`config.mk`:
```
export PLATFORM = sky130hd
export DESIGN_NAME = pe_row_conv_ctrl_flat
export DESIGN_NICKNAME = d
export VERILOG_FILES = /design/src/rtl/pe_ctrl_pkg.sv /design/src/rtl/pe_row_conv_ctrl_if.sv /design/src/rtl/pe_idx_counter.sv /design/src/rtl/pe_row_conv_ctrl.sv /design/src/flat_wrapper.sv
export SDC_FILE = /design/constraint.sdc
export NUM_CORES = 1
export LEC_CHECK = 0
export BUFFER_PORTS_ARGS = -buffer_cell sky130_fd_sc_hd__buf_2
export CAP_MARGIN = 30
export CELL_PAD_IN_SITES_DETAIL_PLACEMENT = 0
export CELL_PAD_IN_SITES_GLOBAL_PLACEMENT = 1
export CORE_ASPECT_RATIO = 0.8
export CORE_MARGIN = 1
export CORE_UTILIZATION = 29
export CTS_CLUSTER_DIAMETER = 150
export DETAILED_ROUTE_END_ITERATION = 7
export GPL_ROUTABILITY_DRIVEN = 0
export PLACE_DENSITY_LB_ADDON = 0.08
export SLEW_MARGIN = 15
export SYNTH_ARGS = -nofsm -noshare
export SYNTH_HDL_FRONTEND = slang
export SYNTH_SLANG_ARGS = --single-unit
export TNS_END_PERCENT = 20
```
`constraint.sdc`:
```
create_clock -name clk -period 2.2 [get_ports clk]
set_input_delay 0.33 -clock clk [delete_from_list [all_inputs] [get_ports clk]]
set_output_delay 0.33 -clock clk [all_outputs]
set_load 0.05 [all_outputs]
```
`src/rtl/pe_ctrl_pkg.sv`:
```
// Shared types and default sizing for the PE row-convolution datapath
// (controller, scratchpads and MAC all size themselves from these).
package pe_ctrl_pkg;

  localparam int unsigned PE_FILT_W   = 3;
  localparam int unsigned PE_WIN_W    = 5;
  localparam int unsigned PE_ADDR_W   = 5;
  localparam int unsigned PE_MAC_LAT  = 2;
  localparam int unsigned PE_STRIDE_W = 3;

  typedef enum logic [2:0] {
    ST_IDLE  = 3'd0,
    ST_RUN   = 3'd1,
    ST_DRAIN = 3'd2,
    ST_OUT   = 3'd3,
    ST_DONE  = 3'd4
  } pe_state_e;

  // A programmed stride of zero means unit stride
  function automatic logic [PE_STRIDE_W-1:0] eff_stride(input logic [PE_STRIDE_W-1:0] s);
    return (s == '0) ? PE_STRIDE_W'(1) : s;
  endfunction

endpackage

```
`src/rtl/pe_row_conv_ctrl_if.sv`:
```
// Operand-side (scratchpad/MAC) and psum-side handshake bundle of the PE row sequencer.
interface pe_row_conv_ctrl_if
  import pe_ctrl_pkg::*;
#(
  parameter int unsigned FILT_W = PE_FILT_W,
  parameter int unsigned WIN_W  = PE_WIN_W,
  parameter int unsigned ADDR_W = PE_ADDR_W
) ();

  logic              in_valid;
  logic [FILT_W-1:0] filt_addr;
  logic [ADDR_W-1:0] ifmap_addr;
  logic              mac_en;
  logic              acc_clear;
  logic              psum_valid;
  logic              psum_ready;
  logic [WIN_W-1:0]  psum_win;

  modport master (
    input  in_valid, psum_ready,
    output filt_addr, ifmap_addr, mac_en, acc_clear, psum_valid, psum_win
  );

  modport slave (
    output in_valid, psum_ready,
    input  filt_addr, ifmap_addr, mac_en, acc_clear, psum_valid, psum_win
  );

endinterface

```
`src/rtl/pe_idx_counter.sv`:
```
// Modulo index counter: counts 0..max-1 while enabled, flags the wrap step.
module pe_idx_counter #(
  parameter int unsigned W = 3
) (
  input  logic         clk,
  input  logic         rstn,
  input  logic         en,
  input  logic         clear,
  input  logic [W-1:0] max,
  output logic [W-1:0] count,
  output logic         wrap
);

  logic [W-1:0] count_q, count_d;

  assign wrap  = en && (count_q == (max - W'(1)));
  assign count = count_q;

  // Next count: clear has priority, wrap returns to zero
  always_comb begin
    count_d = count_q;
    if (clear) begin
      count_d = '0;
    end else if (wrap) begin
      count_d = '0;
    end else if (en) begin
      count_d = count_q + W'(1);
    end
  end

  // Count register
  always_ff @(posedge clk or negedge rstn) begin
    if (!rstn) begin
      count_q <= '0;
    end else begin
      count_q <= count_d;
    end
  end

endmodule

```
`src/rtl/pe_row_conv_ctrl.sv`:
```
// Per-PE 1-D row convolution sequencer: walks filter taps per window, issues
// scratchpad addresses and MAC strobes, drains the MAC pipe and hands each
// psum downstream. Optional macro PE_ROW_CONV_STRIDE_EN adds a window stride port.
module pe_row_conv_ctrl
  import pe_ctrl_pkg::*;
#(
  parameter int unsigned FILT_W  = PE_FILT_W,
  parameter int unsigned WIN_W   = PE_WIN_W,
  parameter int unsigned ADDR_W  = PE_ADDR_W,
  parameter int unsigned MAC_LAT = PE_MAC_LAT
) (
  input  logic                   clk,
  input  logic                   rstn,
  input  logic                   start,
  input  logic [FILT_W-1:0]      filt_len,
  input  logic [WIN_W-1:0]       num_win,
`ifdef PE_ROW_CONV_STRIDE_EN
  input  logic [PE_STRIDE_W-1:0] stride,
`endif
  pe_row_conv_ctrl_if.master     bus,
  output logic                   busy,
  output logic                   done
);

  localparam int unsigned DRAIN_W = (MAC_LAT > 1) ? $clog2(MAC_LAT) : 1;

  pe_state_e          state_q, state_d;
  logic [FILT_W-1:0]  filt_len_q, filt_len_d;
  logic [WIN_W-1:0]   num_win_q, num_win_d;
  logic [ADDR_W-1:0]  base_q, base_d;
  logic [DRAIN_W-1:0] drain_q, drain_d;
  logic               busy_q, busy_d;
  logic               done_q, done_d;

  logic [ADDR_W-1:0]  step_c;
  logic [FILT_W-1:0]  filt_idx;
  logic [WIN_W-1:0]   win_idx;
  logic               filt_wrap;
  logic               win_wrap;
  logic               start_c;
  logic               cfg_ok_c;
  logic               launch_c;
  logic               filt_en_c;
  logic               win_en_c;
  logic               win_clr_c;

  assign start_c   = (state_q == ST_IDLE) && start;
  assign cfg_ok_c  = (filt_len != '0) && (num_win != '0);
  assign launch_c  = start_c && cfg_ok_c;
  assign filt_en_c = (state_q == ST_RUN) && bus.in_valid;
  assign win_en_c  = (state_q == ST_OUT) && bus.psum_ready;
  assign win_clr_c = launch_c || (state_q == ST_DONE);

`ifdef PE_ROW_CONV_STRIDE_EN
  logic [PE_STRIDE_W-1:0] stride_q, stride_d;

  // Latch the window step at launch
  always_comb begin
    stride_d = stride_q;
    if (launch_c) begin
      stride_d = eff_stride(stride);
    end
  end

  // Stride register
  always_ff @(posedge clk or negedge rstn) begin
    if (!rstn) begin
      stride_q <= '0;
    end else begin
      stride_q <= stride_d;
    end
  end

  assign step_c = ADDR_W'(stride_q);
`else
  assign step_c = ADDR_W'(1);
`endif

  // Filter tap index within the current window
  pe_idx_counter #(.W(FILT_W)) u_filt_cnt (
    .clk   (clk),
    .rstn  (rstn),
    .en    (filt_en_c),
    .clear (launch_c),
    .max   (filt_len_q),
    .count (filt_idx),
    .wrap  (filt_wrap)
  );

  // Window index within the row
  pe_idx_counter #(.W(WIN_W)) u_win_cnt (
    .clk   (clk),
    .rstn  (rstn),
    .en    (win_en_c),
    .clear (win_clr_c),
    .max   (num_win_q),
    .count (win_idx),
    .wrap  (win_wrap)
  );

  // Next-state, config latch, window base address and drain countdown
  always_comb begin
    state_d    = state_q;
    filt_len_d = filt_len_q;
    num_win_d  = num_win_q;
    base_d     = base_q;
    drain_d    = drain_q;
    done_d     = 1'b0;

    case (state_q)
      ST_IDLE: begin
        if (start) begin
          if (cfg_ok_c) begin
            filt_len_d = filt_len;
            num_win_d  = num_win;
            base_d     = '0;
            state_d    = ST_RUN;
          end else begin
            done_d = 1'b1;
          end
        end
      end
      ST_RUN: begin
        if (filt_wrap) begin
          drain_d = '0;
          state_d = ST_DRAIN;
        end
      end
      ST_DRAIN: begin
        if (drain_q == DRAIN_W'(MAC_LAT - 1)) begin
          state_d = ST_OUT;
        end else begin
          drain_d = drain_q + DRAIN_W'(1);
        end
      end
      ST_OUT: begin
        if (bus.psum_ready) begin
          if (win_wrap) begin
            done_d  = 1'b1;
            state_d = ST_DONE;
          end else begin
            base_d  = base_q + step_c;
            state_d = ST_RUN;
          end
        end
      end
      ST_DONE: begin
        base_d  = '0;
        state_d = ST_IDLE;
      end
      default: begin
        state_d = ST_IDLE;
      end
    endcase

    busy_d = (state_d != ST_IDLE);
  end

  // State, config and status registers
  always_ff @(posedge clk or negedge rstn) begin
    if (!rstn) begin
      state_q    <= ST_IDLE;
      filt_len_q <= '0;
      num_win_q  <= '0;
      base_q     <= '0;
      drain_q    <= '0;
      busy_q     <= 1'b0;
      done_q     <= 1'b0;
    end else begin
      state_q    <= state_d;
      filt_len_q <= filt_len_d;
      num_win_q  <= num_win_d;
      base_q     <= base_d;
      drain_q    <= drain_d;
      busy_q     <= busy_d;
      done_q     <= done_d;
    end
  end

  // Outputs decode registered state; only mac_en/acc_clear follow in_valid
  assign bus.mac_en     = filt_en_c;
  assign bus.acc_clear  = filt_en_c && (filt_idx == '0);
  assign bus.filt_addr  = (state_q == ST_RUN) ? filt_idx : '0;
  assign bus.ifmap_addr = (state_q == ST_RUN) ? (base_q + ADDR_W'(filt_idx)) : '0;
  assign bus.psum_valid = (state_q == ST_OUT);
  assign bus.psum_win   = (state_q == ST_OUT) ? win_idx : '0;
  assign busy           = busy_q;
  assign done           = done_q;

endmodule

```
`src/flat_wrapper.sv`:
```
// flat-port wrapper written by rule: the top's interface ports become plain ports
module pe_row_conv_ctrl_flat import pe_ctrl_pkg::*;
#(
  parameter int unsigned FILT_W  = PE_FILT_W,
  parameter int unsigned WIN_W   = PE_WIN_W,
  parameter int unsigned ADDR_W  = PE_ADDR_W,
  parameter int unsigned MAC_LAT = PE_MAC_LAT
)
  (clk, rstn, start, filt_len, num_win, busy, done, bus_in_valid, bus_psum_ready, bus_filt_addr, bus_ifmap_addr, bus_mac_en, bus_acc_clear, bus_psum_valid, bus_psum_win);
  pe_row_conv_ctrl_if #(.FILT_W(FILT_W), .WIN_W(WIN_W), .ADDR_W(ADDR_W)) bus_i ();
  input  logic clk;
  input  logic rstn;
  input  logic start;
  input  logic [FILT_W-1:0] filt_len;
  input  logic [WIN_W-1:0] num_win;
  output logic busy;
  output logic done;
  input wire logic [$bits(bus_i.in_valid)-1:0] bus_in_valid;
  input wire logic [$bits(bus_i.psum_ready)-1:0] bus_psum_ready;
  output wire logic [$bits(bus_i.filt_addr)-1:0] bus_filt_addr;
  output wire logic [$bits(bus_i.ifmap_addr)-1:0] bus_ifmap_addr;
  output wire logic [$bits(bus_i.mac_en)-1:0] bus_mac_en;
  output wire logic [$bits(bus_i.acc_clear)-1:0] bus_acc_clear;
  output wire logic [$bits(bus_i.psum_valid)-1:0] bus_psum_valid;
  output wire logic [$bits(bus_i.psum_win)-1:0] bus_psum_win;
  assign bus_i.in_valid = bus_in_valid;
  assign bus_i.psum_ready = bus_psum_ready;
  assign bus_filt_addr = bus_i.filt_addr;
  assign bus_ifmap_addr = bus_i.ifmap_addr;
  assign bus_mac_en = bus_i.mac_en;
  assign bus_acc_clear = bus_i.acc_clear;
  assign bus_psum_valid = bus_i.psum_valid;
  assign bus_psum_win = bus_i.psum_win;
  pe_row_conv_ctrl #(.FILT_W(FILT_W), .WIN_W(WIN_W), .ADDR_W(ADDR_W), .MAC_LAT(MAC_LAT)) u_core (.clk(clk), .rstn(rstn), .start(start), .filt_len(filt_len), .num_win(num_win), .bus(bus_i), .busy(busy), .done(done));
endmodule
```
==> impl_results.md <==
* Crit Path Category: reg -> out
* Number of H-tree levels at 1
* Area Growth Syn to Fin at 20.1%
* Vias/cell at 4.83
* Root Driver: clkbuf_8
* Num rows at 24
* Clk_skew at 0.00784 ns
* RSZ-0062 raised after global routing: yes
* Avg WL per Cell at 13.6 um
* TritonCTS Sinks at 27
* CP top delay family: adder cells
* Seq. cell area at 678 um^2
* R2r worst-path depth at 7
* Crit share post-route at 97.1%
* Fin area at approximately 2000 um^2
* Reg power frac at 33.0%
* Worst path required time at 1.87 ns
* Switch share at 46.2%
* Fillers at 601
* Clock Latency Late Sink at 0.27 ns
* Detail Route Antenna Nets at 0
* Port bufs at 30
* ANT cells at 0
* Die H at 70.4 um
* Area of the multi-input gates at 965 um^2
* Synth top area share at 39.9%
* Share of layout cells above drive strength 1 at ~31%
* Count of final setup violators at 0
* Number of placed instances, taps included at 275
* Internal Pwr Total at 1.36 mW
* Starting density of the core at 30.7%
* Core area at around 5500 um^2
* Final hold slack at 0.0697 ns
* Clock power frac at between 10 and 15%
* PnR worst setup slack at between 0.06 and 0.07 ns
* Critical path's largest stage delay at 0.40 ns
* Synth Instances at ~170
* Routed via count at 1357
* Hold buffer count at cts at 0
* Yosys top cell by area: dfrtp_1
* Initial DRC count at 52
* Post-synth EDFFs at 0
* DRT Pass-1 Iters at 4
* Lkg Pwr at 0.987 nW
* Asr flop ratio synth at 100%
* CTS Buf Count at 3
* Worst slew pin tran at 0.639 ns
* CP max-delay cell: dfrtp_1
* R2R Path Start: u_core.num_win_q[0]
* Seq cells post-synth at 27
* Final min period at 2.14 ns
* Crit Reg-Reg Endpoint: u_core.state_q[0]
* Worst path cell trace: ha_2 > fa_2 > a21oi_2 > nor2b_1 > xnor2_1 > nor2_2 > buf_6
* Critical Path Fanout Max at 2
* Area contributors post-synth: dfrtp_1 (40%), ha_1 (6.6%), mux2_2 (6.0%), xnor2_1 (5.2%), and2_1 (4.1%)
* Global Route Usage Sum at 13.7%
* Top-count cell post-synth: dfrtp_1
* Slew Limit Headroom at 57.4%
* Die Wd at 87.5 um
* Status: finished, final reports clean
* DRC violations left at 0
* Achievable clock frequency at about 0.47 GHz
* Reg clk slew, reported paths at 0.10 ns
* Max Buffers Root-to-Sink at 2
* Final Max Tran Viols at 0
* Synth warn at 0
* Synthesized cell area at between 1500 and 2000 um^2
* CP Buf/Inv Count at 1
* Net count, final at 227
* Tightest Hold Check Type: in -> async
* End-of-flow core utilization at 36.8%
* Leading post-synthesis cells by instance count: dfrtp_1 (27), and2_1 (11), xnor2_1 (10)
* Startpoint type of the worst setup path: register
* Max-cap violation count at 0
* I/O pins at 31
* Total gr overflow at 0
* Flop2flop setup slack at 0.16 ns
* Die Area at between 6000 and 7000 um^2
* Yosys cell types at 46
* Worst vdd ir at 0.334 mV
* Register area share after synthesis at 39.9%
* Vias in the first global route at 1348
* CTS tree: done
* WP data arrival at 1.81 ns
* Worst slack, placed at 0.0954 ns
* DP Wirelength at 2940 um
* Largest net degree at the start of global routing at 28
* Final hold violations at 0
* CP Capture Type: output pin
* Syn avg cell area at 10.1 um^2
* Ys flop type: dfrtp_1
* Net Count, Synth at 190
* Fin cells at 281
* Routed wire length at 3820 um
* Combinational share of power at 55.8%
* Global-route wire length before repair at 6530 um
* Psw at 1.17 mW
* Placed Area at a little under 2000 um^2
* P per Cell Area at 1240 nW/um^2
* Initial antenna violation count at 0
-- stage by stage --
step / setup TNS, ns / power (mW)
5_1_grt: -0.0852 / 2.76
6_report: 0 / 2.53
4_1_cts: 0 / 2.55
3_5_place_dp: 0 / 2.23
2_1_floorplan: -0.126 / 1.88
3_3_place_gp: 0 / 2.21
-- layout make-up --
| cell class | count | area share [%] |
|---|---|---|
| Multi-Input combinational cell | 126 | 47.4 |
| Sequential cell | 27 | 33.3 |
| Timing Repair Buffer | 38 | 10.8 |
| Tap cell | 78 | 4.80 |
| Clock buffer | 4 | 2.21 |
| Inverter | 8 | 1.48 |
-- routing by layer --
metal	vias up	share of wire, %	GRT usage (%)
met3	6	3.5	3.07
met5	-	0	0
met4	0	1.2	3.10
met2	23	45	22.0
li1	661	-	-
met1	667	50	18.7
-- how the worst max path moves through the flow --
stage | slack [ns] | end | startpoint | cells past startpoint
global route | -0.05 | bus_ifmap_addr[4] | u_core.base_q[0] | 7
CTS | 0.006 | bus_ifmap_addr[3] | u_core.u_filt_cnt.count[1] | 6
finish | 0.06 | bus_ifmap_addr[4] | u_core.base_q[0] | 7
global placement | 0.13 | bus_ifmap_addr[4] | u_core.base_q[0] | 7
detailed placement | 0.1 | bus_ifmap_addr[4] | u_core.base_q[0] | 7
floorplan | -0.12 | bus_acc_clear | u_core.state_q[2] | 3
-- layout by cell type (no fill, tap or decap), types with 5 or more instances in the layout --
| cell | n |
|---|---|
| nand3_1 | 9 |
| xnor2_1 | 10 |
| mux2_2 | 9 |
| nor2_1 | 7 |
| ha_1 | 8 |
| a21oi_1 | 6 |
| nand2_1 | 8 |
| inv_1 | 8 |
| a21o_1 | 5 |
| dfrtp_1 | 25 |
| buf_2 | 28 |
| and2_1 | 11 |
| buf_4 | 9 |
-- worst reg2reg max path, delay by kind of cell, from the launching register on --
family | cells | cell delay, ns
adder cells (fa/ha/maj) | 1 | 0.21
AO/OA/AOI/OAI | 2 | 0.57
flip-flops | 1 | 0.41
buffers and inverters | 2 | 0.28
AND/OR/NAND/NOR | 2 | 0.45
-- power by group through the flow --
stage	clock network, mW	registers (mW)	logic, mW
floorplan	0	0.843	1.04
global placement	0	0.847	1.36
detailed placement	0	0.849	1.38
CTS	0.296	0.838	1.41
global route	0.320	0.862	1.58
finish	0.283	0.832	1.41
-- registers in the layout, indices dropped and copies added, names as in the netlist --
signal                   count
u_core.base_q                5
u_core.num_win_q             5
u_core.u_win_cnt.count       5
u_core.filt_len_q            3
u_core.state_q               3
u_core.u_filt_cnt.count      3
u_core.busy                  1
u_core.done                  1
u_core.drain_q               1
-- cells by family (layout without fill, tap and decap cells) --
logic type / after synthesis / count (layout) / synth area share, %
AOI/OAI and AO/OA: 28 / 28 / 11.7
xor gates and xnor gates: 14 / 14 / 7.24
muxes: 10 / 10 / 6.57
buffers and inverters: 14 / 50 / 3.84
adders and majority gates: 10 / 10 / 7.83
DFF: 27 / 27 / 39.9
and+or+nand+nor: 64 / 64 / 22.9
-- what timing repair did --
| item | 4_1_cts | 5_1_grt |
|---|---|---|
| resized for setup | 6 | 2 |
| pin swaps | 2 | 0 |
| buffers inserted | 1 | 1 |
| setup endpoints to repair | 3 | 2 |
| cloned | 0 | 0 |
(Power assumes the default switching activity.)
